File: src/rtl/trace_buffer.sv
// Write-back trace capture: circular buffer of {timestamp, pc, reg, data} entries,
// frozen by a PC-match trigger plus post-trigger count, then drained oldest-first.
module trace_buffer #(
    parameter int DATA_W = 32,
    parameter int PC_W   = 32,
    parameter int REG_W  = 4,
    parameter int DEPTH  = 16,
    parameter int TS_W   = 16,
    localparam int AW    = $clog2(DEPTH),
    localparam int CW    = AW + 1
) (
    input  logic              clk,
    input  logic              rst,
    input  logic              arm_i,
    input  logic              trig_en_i,
    input  logic [PC_W-1:0]   trig_pc_i,
    input  logic [AW-1:0]     post_cnt_i,
    input  logic              cap_en_i,
    input  logic [PC_W-1:0]   cap_pc_i,
    input  logic [REG_W-1:0]  cap_reg_i,
    input  logic [DATA_W-1:0] cap_data_i,
    output logic              rd_valid_o,
    input  logic              rd_ready_i,
    output logic [TS_W-1:0]   rd_ts_o,
    output logic [PC_W-1:0]   rd_pc_o,
    output logic [REG_W-1:0]  rd_reg_o,
    output logic [DATA_W-1:0] rd_data_o,
    output logic [CW-1:0]     count_o,
    output logic [1:0]        state_o,
    output logic              triggered_o
);
    localparam logic [1:0] ST_IDLE   = 2'd0;
    localparam logic [1:0] ST_ARMED  = 2'd1;
    localparam logic [1:0] ST_POST   = 2'd2;
    localparam logic [1:0] ST_FROZEN = 2'd3;
    localparam int EW = TS_W + PC_W + REG_W + DATA_W;
    localparam logic [CW-1:0] FULL_CNT = CW'(DEPTH);

    logic [EW-1:0]   mem_q [DEPTH];
    logic [EW-1:0]   rd_entry;
    logic [1:0]      state_q, state_d;
    logic [AW-1:0]   wptr_q, wptr_d, rptr_q, rptr_d;
    logic [CW-1:0]   count_q, count_d;
    logic [AW-1:0]   post_lat_q, post_lat_d, remain_q, remain_d;
    logic [TS_W-1:0] ts_q, ts_d;
    logic            triggered_q, triggered_d;
    logic            capturing, trig_hit, rd_fire;

    assign capturing = cap_en_i && !arm_i && (state_q == ST_ARMED || state_q == ST_POST);
    assign trig_hit  = (state_q == ST_ARMED) && trig_en_i && cap_en_i && (cap_pc_i == trig_pc_i);
    assign rd_valid_o = (state_q == ST_FROZEN) && (count_q != '0);
    assign rd_fire    = rd_valid_o && rd_ready_i;

    always_comb begin
        state_d     = state_q;
        wptr_d      = wptr_q;
        rptr_d      = rptr_q;
        count_d     = count_q;
        post_lat_d  = post_lat_q;
        remain_d    = remain_q;
        ts_d        = ts_q;
        triggered_d = triggered_q;
        if (arm_i) begin
            state_d     = ST_ARMED;
            wptr_d      = '0;
            rptr_d      = '0;
            count_d     = '0;
            ts_d        = '0;
            triggered_d = 1'b0;
            post_lat_d  = post_cnt_i;
        end else begin
            if (state_q == ST_ARMED || state_q == ST_POST)
                ts_d = ts_q + TS_W'(1);
            // Once full, each new write evicts the oldest entry, so rptr follows wptr.
            if (capturing) begin
                wptr_d = wptr_q + AW'(1);
                if (count_q == FULL_CNT)
                    rptr_d = rptr_q + AW'(1);
                else
                    count_d = count_q + CW'(1);
            end
            case (state_q)
                ST_ARMED: begin
                    if (trig_hit) begin
                        triggered_d = 1'b1;
                        if (post_lat_q == '0) begin
                            state_d = ST_FROZEN;
                        end else begin
                            state_d  = ST_POST;
                            remain_d = post_lat_q;
                        end
                    end
                end
                ST_POST: begin
                    if (cap_en_i) begin
                        remain_d = remain_q - AW'(1);
                        if (remain_q == AW'(1))
                            state_d = ST_FROZEN;
                    end
                end
                ST_FROZEN: begin
                    if (rd_fire) begin
                        rptr_d  = rptr_q + AW'(1);
                        count_d = count_q - CW'(1);
                    end
                end
                default: ;
            endcase
        end
    end

    always_ff @(posedge clk or negedge rst) begin
        if (!rst) begin
            state_q     <= ST_IDLE;
            wptr_q      <= '0;
            rptr_q      <= '0;
            count_q     <= '0;
            post_lat_q  <= '0;
            remain_q    <= '0;
            ts_q        <= '0;
            triggered_q <= 1'b0;
        end else begin
            state_q     <= state_d;
            wptr_q      <= wptr_d;
            rptr_q      <= rptr_d;
            count_q     <= count_d;
            post_lat_q  <= post_lat_d;
            remain_q    <= remain_d;
            ts_q        <= ts_d;
            triggered_q <= triggered_d;
        end
    end

    always_ff @(posedge clk) begin
        if (capturing)
            mem_q[wptr_q] <= {ts_q, cap_pc_i, cap_reg_i, cap_data_i};
    end

    // Read data is gated so every output is zero while nothing is offered.
    assign rd_entry = rd_valid_o ? mem_q[rptr_q] : '0;
    assign {rd_ts_o, rd_pc_o, rd_reg_o, rd_data_o} = rd_entry;
    assign count_o     = count_q;
    assign state_o     = state_q;
    assign triggered_o = triggered_q;
endmodule

File: config.mk
export PLATFORM = sky130hd
export DESIGN_NAME = trace_buffer
export DESIGN_NICKNAME = d
export VERILOG_FILES = /design/src/rtl/trace_buffer.sv
export SDC_FILE = /design/constraint.sdc
export NUM_CORES = 1
export LEC_CHECK = 0
export CORE_ASPECT_RATIO = 0.5
export CORE_MARGIN = 1
export CORE_UTILIZATION = 42
export CTS_CLUSTER_DIAMETER = 120
export DETAILED_ROUTE_END_ITERATION = 8
export GPL_TIMING_DRIVEN = 0
export PLACE_DENSITY = 0.64
export SETUP_SLACK_MARGIN = 0.5
export SYNTH_ARGS = -nofsm -noshare
export SYNTH_HDL_FRONTEND = slang
export SYNTH_SLANG_ARGS = --single-unit
File: constraint.sdc
create_clock -name clk -period 4.7 [get_ports clk]
set_clock_uncertainty 0.2 [all_clocks]
set_input_delay 0.47 -clock clk [delete_from_list [all_inputs] [get_ports clk]]
set_output_delay 0.47 -clock clk [all_outputs]
set_load 0.01 [all_outputs]
==> results.py, run 1 <==
metrics = {
    "timing": {
        "period_needed_ps": 4140,
        "hold_viol": 0,
        "rsz0062_at_grt": "yes",
        "finalSetupViolCount": 0,
        "slew-limit-headroom": 0.134,
        "tightest_slew_ps": 1290,
        "fmax_ghz": 0.242,
        "period_share": 0.880,
        "maxSlewViolCount": 0,
    },
    "cts": {
        "cts_buffers": 130,
        "clockRootBuffer": "clkbuf_16",
        "cts_htree_levels": 4,
        "clk_pin_slew_ps": 70,
        "clock_sinks": 1384,
        "clockBufferDepth": 3,
        "clock_latency_ps": 750,
        "cts_tree": "done",
        "post_cts_buffers": 0,
    },
    "worst_setup_path": {
        "required_ps": 4030,
        "worstSetupPathType": "flip-flop to output port",
        "end_kind": "output port",
        "ff2ff_setup_slack_ps": 860,
        "worstSetupStartpointType": "flip-flop",
        "path_max_fanout": 10,
        "crit_arrival_ps": 3470,
    },
    "route": {
        "dr.pass1.iters": 5,
        "antenna_left": 0,
        "routed_via_density": 5.74,
        "wl_um": 129000,
        "wire_per_inst_um": 29.3,
        "drc": 0,
        "drt_iter0_drc": 2692,
        "vias": 25200,
    },
    "placement": {
        "gp_congestion": 0.710,
        "dp.cells": 4179,
        "dp_hpwl_um": 72600,
        "place.port_buffers": 200,
    },
    "power_and_ir_drop": {
        "pwr-share-clk": 0.410,
        "power_switching_share": 0.196,
        "p_int_mw": 19.3,
        "peakVddDrop_uv": 259,
        "leakagePower_nw": 19.4,
        "p_comb_frac": 0.022,
        "p_seq_frac": 0.568,
        "p_switching_mw": 4.71,
        "powerDensity_nw_per_um2": 381,
    },
    "logic_synthesis": {
        "synth-edff-count": 1344,
        "ys_top_cells_by_area": "edfxtp_1 75%, mux4_2 18%, dfrtp_1 1.9%",
        "synth_cells": 2257,
        "ys_seq_area_frac": 0.772,
        "yosys.area.top_type_share": 0.753,
        "yosysUniqueCellTypes": 41,
        "yosysTopAreaCell": "edfxtp_1",
        "syn_avg_cell_area_sq_um": 23.8,
        "async_reset_ff_frac": 0.0289,
        "synth_most_common_cell": "edfxtp_1",
        "synth_ff_type": "edfxtp_1",
        "syn_nets": 2380,
        "ys_warn_count": 0,
        "yosys-top-cells-count": "1344 x edfxtp_1, 420 x mux4_2, 102 x and2_1",
        "ys_ff_latch": 1384,
        "syn_area_sq_um": 53600,
    },
    "layout": {
        "final_cells": 4397,
        "fin_nets": 2747,
        "fill_cells": 9841,
        "final_util": 0.500,
        "drive_gt1_frac": 0.273,
        "syn2layout_area_growth_pct": 17.7,
    },
    "die": {
        "die_y_um": 255,
        "pin_count": 203,
        "die_x_um": 507,
        "initial_utilization": 0.425,
        "die-area_sq_um": 129000,
        "coreArea_sq_um": 126000,
        "row_count": 92,
    },
    "job": {
        "maxCapViolCount": 0,
    },
    "global_routing": {
        "grt_pass1_wl_um": 181000,
        "grt.total_usage": 0.200,
        "grt_max_degree": 44,
        "antenna_found_initial": 7,
        "gr-total-overflow": 0,
        "grt_pass1_vias": 25600,
    },
    "hold_path": {
        "holdCritPathClass": "input port to async pin",
    },
    "outcome": {
        "status": "complete, no violations",
    },
}
-- layer usage --
metal	part of all wire	up-vias	track usage	wire, um
met5	0.00041	-	0	53
met2	0.50	966	0.331	63800
met3	0.068	163	0.0375	8810
li1	-	10300	-	-
met1	0.42	13800	0.274	53800
met4	0.018	8	0.0542	2290
-- state kept, by name, indices dropped and copies added (netlist names) --
| signal | flops |
|---|---|
| rptr_q | 4 |
| mem_q | 1344 |
| count_o | 5 |
| ts_q | 16 |
| wptr_q | 4 |
| remain_q | 4 |
| post_lat_q | 4 |
| state_o | 2 |
| triggered_o | 1 |
-- power groups by stage --
| stage | Clock, mW | Combinational [mW] | Sequential [mW] |
|---|---|---|---|
| 2_1_floorplan | 0 | 0.176 | 13.9 |
| 3_3_place_gp | 0 | 0.484 | 13.9 |
| 3_5_place_dp | 0 | 0.523 | 13.9 |
| 4_1_cts | 10.0 | 0.527 | 13.6 |
| 5_1_grt | 10.4 | 0.560 | 13.6 |
| 6_report | 9.86 | 0.523 | 13.6 |
-- final timing paths --
check,start,endpoint,cells past startpoint
hold reg to reg,triggered_o,triggered_o,2
min in group clk,post_cnt_i[1],post_lat_q[1],3
setup reg to reg,state_o[0],mem_q[6][37],7
setup / recovery,rptr_q[0],rd_pc_o[10],7
max in group asynchronous,rst,wptr_q[2],3
hold / removal,rst,ts_q[3],3
-- layout make-up --
class                      count  area, sq um  area share
sequential                  1384        41400       0.655
multi-input combinational    748        11600       0.184
clock buffer                 165         3530      0.0560
timing repair buffer         235         2900      0.0459
tap                         1692         2120      0.0335
buffer                       112         1180      0.0187
clock inverter                47          330     0.00523
inverter                      13         48.8    0.000773
antenna                        1         2.50   0.0000397
-- through the flow --
stage	worst slack, ps	instance area, sq um	setup TNS, ps	total power [mW]	hold slack (ps)
6_report	564	63100	0	24.0	54.0
5_1_grt	449	63100	0	24.6	63.2
4_1_cts	456	62900	0	24.2	14.4
3_5_place_dp	-434	58600	-980	14.4	136
3_3_place_gp	-2550	57700	-1219680	14.4	310
2_1_floorplan	585	53600	0	14.1	-25.6
-- what timing repair did --
| action | CTS | global route |
|---|---|---|
| hold buffers | 2 | 0 |
| hold endpoints to repair | 40 | 0 |
| gates resized for setup | 182 | 38 |
| endpoints found under the setup margin | 85 | 52 |
| cloned | 0 | 3 |
-- cell usage in the layout (no fill, tap or decap), types with 21 or more instances in the layout --
cell                n
clkbuf_16         139
nand2_1            21
dfrtp_1            39
and2_1             85
clkbuf_1           38
buf_16             29
edfxtp_1         1344
clkdlybuf4s50_1   193
xnor2_1            37
mux4_2            420
clkinv_1           27
nor2_1             40
-- worst max-delay path, cell delays in order, from the launching register on --
cell and delay (ps):
dfrtp_2 410, buf_12 180, clkbuf_16 210, buf_8 190
mux4_2 530, mux4_2 540, and2_1 190, clkdlybuf4s50_1 470
-- logic make-up after synthesis --
group / share of synthesized area
flops: 0.772
compound gates: 0.00394
fa+ha+maj: 0.00303
xor+xnor: 0.00866
mux: 0.178
simple gates: 0.0222
buf+inv: 0.0123
Note: power is estimated with default switching activity, not from simulation.
==> run 2: changes to the inputs <==
--- a/config.mk
+++ b/config.mk
@@ -6,12 +6,13 @@
 export NUM_CORES = 1
 export LEC_CHECK = 0
 export CORE_ASPECT_RATIO = 0.5
-export CORE_MARGIN = 1
+export CORE_MARGIN = 4
 export CORE_UTILIZATION = 42
 export CTS_CLUSTER_DIAMETER = 120
 export DETAILED_ROUTE_END_ITERATION = 8
+export DONT_BUFFER_PORTS = 1
 export GPL_TIMING_DRIVEN = 0
-export PLACE_DENSITY = 0.64
+export PLACE_DENSITY = 0.62
 export SETUP_SLACK_MARGIN = 0.5
 export SYNTH_ARGS = -nofsm -noshare
 export SYNTH_HDL_FRONTEND = slang
==> run 2 against run 1 <==
Against the previous run: sequential power about the same; via count fell by 1.7%; setup slack gained 15 ps; fmax up 0.36%; highest routed layer is now met4.
==> results.py, run 2 (synthesis results as in run 1) <==
metrics = {
    "route": {
        "vias": 24800,
        "drt_iter0_drc": 2615,
        "routed_via_density": 5.77,
        "dr.pass1.iters": 6,
        "wire_per_inst_um": 30.3,
        "drc": 0,
        "wl_um": 130000,
        "antenna_left": 0,
    },
    "hold_path": {
        "holdCritPathClass": "input port to flip-flop",
    },
    "die": {
        "coreArea_sq_um": 126000,
        "pin_count": 203,
        "row_count": 92,
        "die_x_um": 513,
        "initial_utilization": 0.424,
        "die-area_sq_um": 134000,
        "die_y_um": 261,
    },
    "placement": {
        "pre_cts_ws_ps": 364,
        "gp_congestion": 0.730,
        "place.port_buffers": 0,
        "dp_hpwl_um": 74900,
        "dp.cells": 3981,
    },
    "power_and_ir_drop": {
        "peakVddDrop_uv": 222,
        "leakagePower_nw": 18.8,
        "power_switching_share": 0.195,
        "pwr-share-clk": 0.420,
        "p_int_mw": 19.6,
        "p_switching_mw": 4.76,
        "p_comb_frac": 0.020,
        "powerDensity_nw_per_um2": 395,
        "p_seq_frac": 0.560,
    },
    "layout": {
        "drive_gt1_frac": 0.284,
        "largest_register_ffs": 1344,
        "fin_nets": 2621,
        "regMostFlops": "mem_q",
        "final_cells": 4294,
        "fill_cells": 9998,
        "syn2layout_area_growth_pct": 14.9,
        "final_cell_mix": "1344 x edfxtp_1, 420 x mux4_2, 137 x clkbuf_16, 85 x and2_1, 76 x dlygate4sd3_1",
        "final_common_cell": "edfxtp_1",
    },
    "worst_setup_path": {
        "critPathMaxStageDelay_ps": 530,
        "path_cells": "clkbuf_1, clkbuf_2, clkbuf_2, mux4_2, mux4_2, and2_1",
        "end_kind": "output port",
        "required_ps": 4030,
        "crit_arrival_ps": 3450,
        "worstSetupStartpointType": "flip-flop",
        "path_max_fanout": 10,
        "cpMaxStageDelayCell": "mux4_2",
        "worstSetupPathType": "flip-flop to output port",
    },
    "cts": {
        "cts_tree": "done",
        "cts_htree_levels": 4,
        "clock_sinks": 1384,
        "post_cts_buffers": 0,
        "cts_buffers": 130,
        "clockBufferDepth": 3,
        "clock_latency_ps": 730,
        "clockRootBuffer": "clkbuf_16",
        "clk_pin_slew_ps": 60,
    },
    "timing": {
        "tns_ps": 0,
        "hold_viol": 0,
        "finalSetupViolCount": 0,
        "rsz0062_at_grt": "no",
        "tightest_slew_ps": 1260,
        "slew-limit-headroom": 0.154,
        "fmax_ghz": 0.243,
        "maxSlewViolCount": 0,
        "period_share": 0.877,
        "period_needed_ps": 4120,
        "worst_slack_ps": 578,
    },
    "global_routing": {
        "antenna_found_initial": 5,
        "grt.total_usage": 0.196,
        "grt_max_degree": 45,
        "gr-total-overflow": 0,
        "grt_pass1_vias": 25800,
        "grt_pass1_wl_um": 187000,
    },
    "job": {
        "maxCapViolCount": 0,
    },
    "outcome": {
        "status": "complete, no violations",
    },
}
[run 2: cell types whose count changed in the layout (fill, tap and decap cells not counted), moves of 9 or more]
cell             before  now
clkdlybuf4s50_1     193    0
dlygate4sd3_1         2   76
buf_8                19    0
buf_12               17    3
buf_6                 3   12
clkbuf_2             15   35
clkbuf_4             16    3
clkbuf_1             38   58
[run 2: worst paths after layout]
| check | start | endpoint | slack [ps] | depth (start not counted) |
|---|---|---|---|---|
| setup / recovery | rptr_q[1] | rd_data_o[13] | 580 | 6 |
| hold / removal | arm_i | state_o[1] | 150 | 3 |
| max in group asynchronous | rst | wptr_q[0] | 2610 | 4 |
| min in group asynchronous | rst | ts_q[0] | 600 | 3 |
| setup reg to reg | state_o[0] | mem_q[2][38] | 940 | 9 |
| hold reg to reg | post_lat_q[2] | post_lat_q[2] | 350 | 1 |
[run 2: power groups by stage]
stage	combinational, mW	sequential (mW)	clock (mW)
after CTS	0.481	13.6	10.4
after global placement	0.273	13.9	0
after global routing	0.516	13.6	10.9
final	0.479	13.6	10.2
after detailed placement	0.298	13.9	0
after floorplan	0.176	13.9	0
[run 2: per-layer routing]
layer	wire, um	GRT usage
met1	53200	0.269
met2	65400	0.328
met3	8900	0.0331
met4	2560	0.0551
met5	0	0
[run 2: cell type report]
class                      instances  area [sq um]  share of cell area
multi-input combinational        748         11600               0.189
tap                             1692          2120              0.0344
buffer                           112           702              0.0114
clock inverter                    58           488             0.00792
antenna                            4          10.0            0.000162
clock buffer                     174          3610              0.0585
inverter                          13          48.8            0.000792
timing repair buffer             109          1650              0.0267
sequential                      1384         41400               0.671
[run 2: timing repair]
| item | CTS | global route |
|---|---|---|
| hold buffers | 77 | 0 |
| setup endpoints to repair | 84 | 88 |
| resized for setup | 45 | 10 |
| hold endpoints to repair | 1137 | 0 |
[run 2: metrics by stage]
stage	cell area (sq um)	util	hold WS, ps	power, mW
after floorplan	53600	-	-25.6	14.1
after detailed placement	56600	0.448	-24.4	14.2
final	61600	0.487	147	24.4
after global routing	61600	0.487	204	25.1
after global placement	55700	0.441	-24.3	14.2
after CTS	61600	0.487	98.5	24.5
[run 2: critical path: cells and delay by family (launching register included)]
family                 cells  cell delay (ps)
buffers and inverters      3             1170
flip-flops                 1              400
multiplexers               2              920
AND/OR/NAND/NOR            1              220
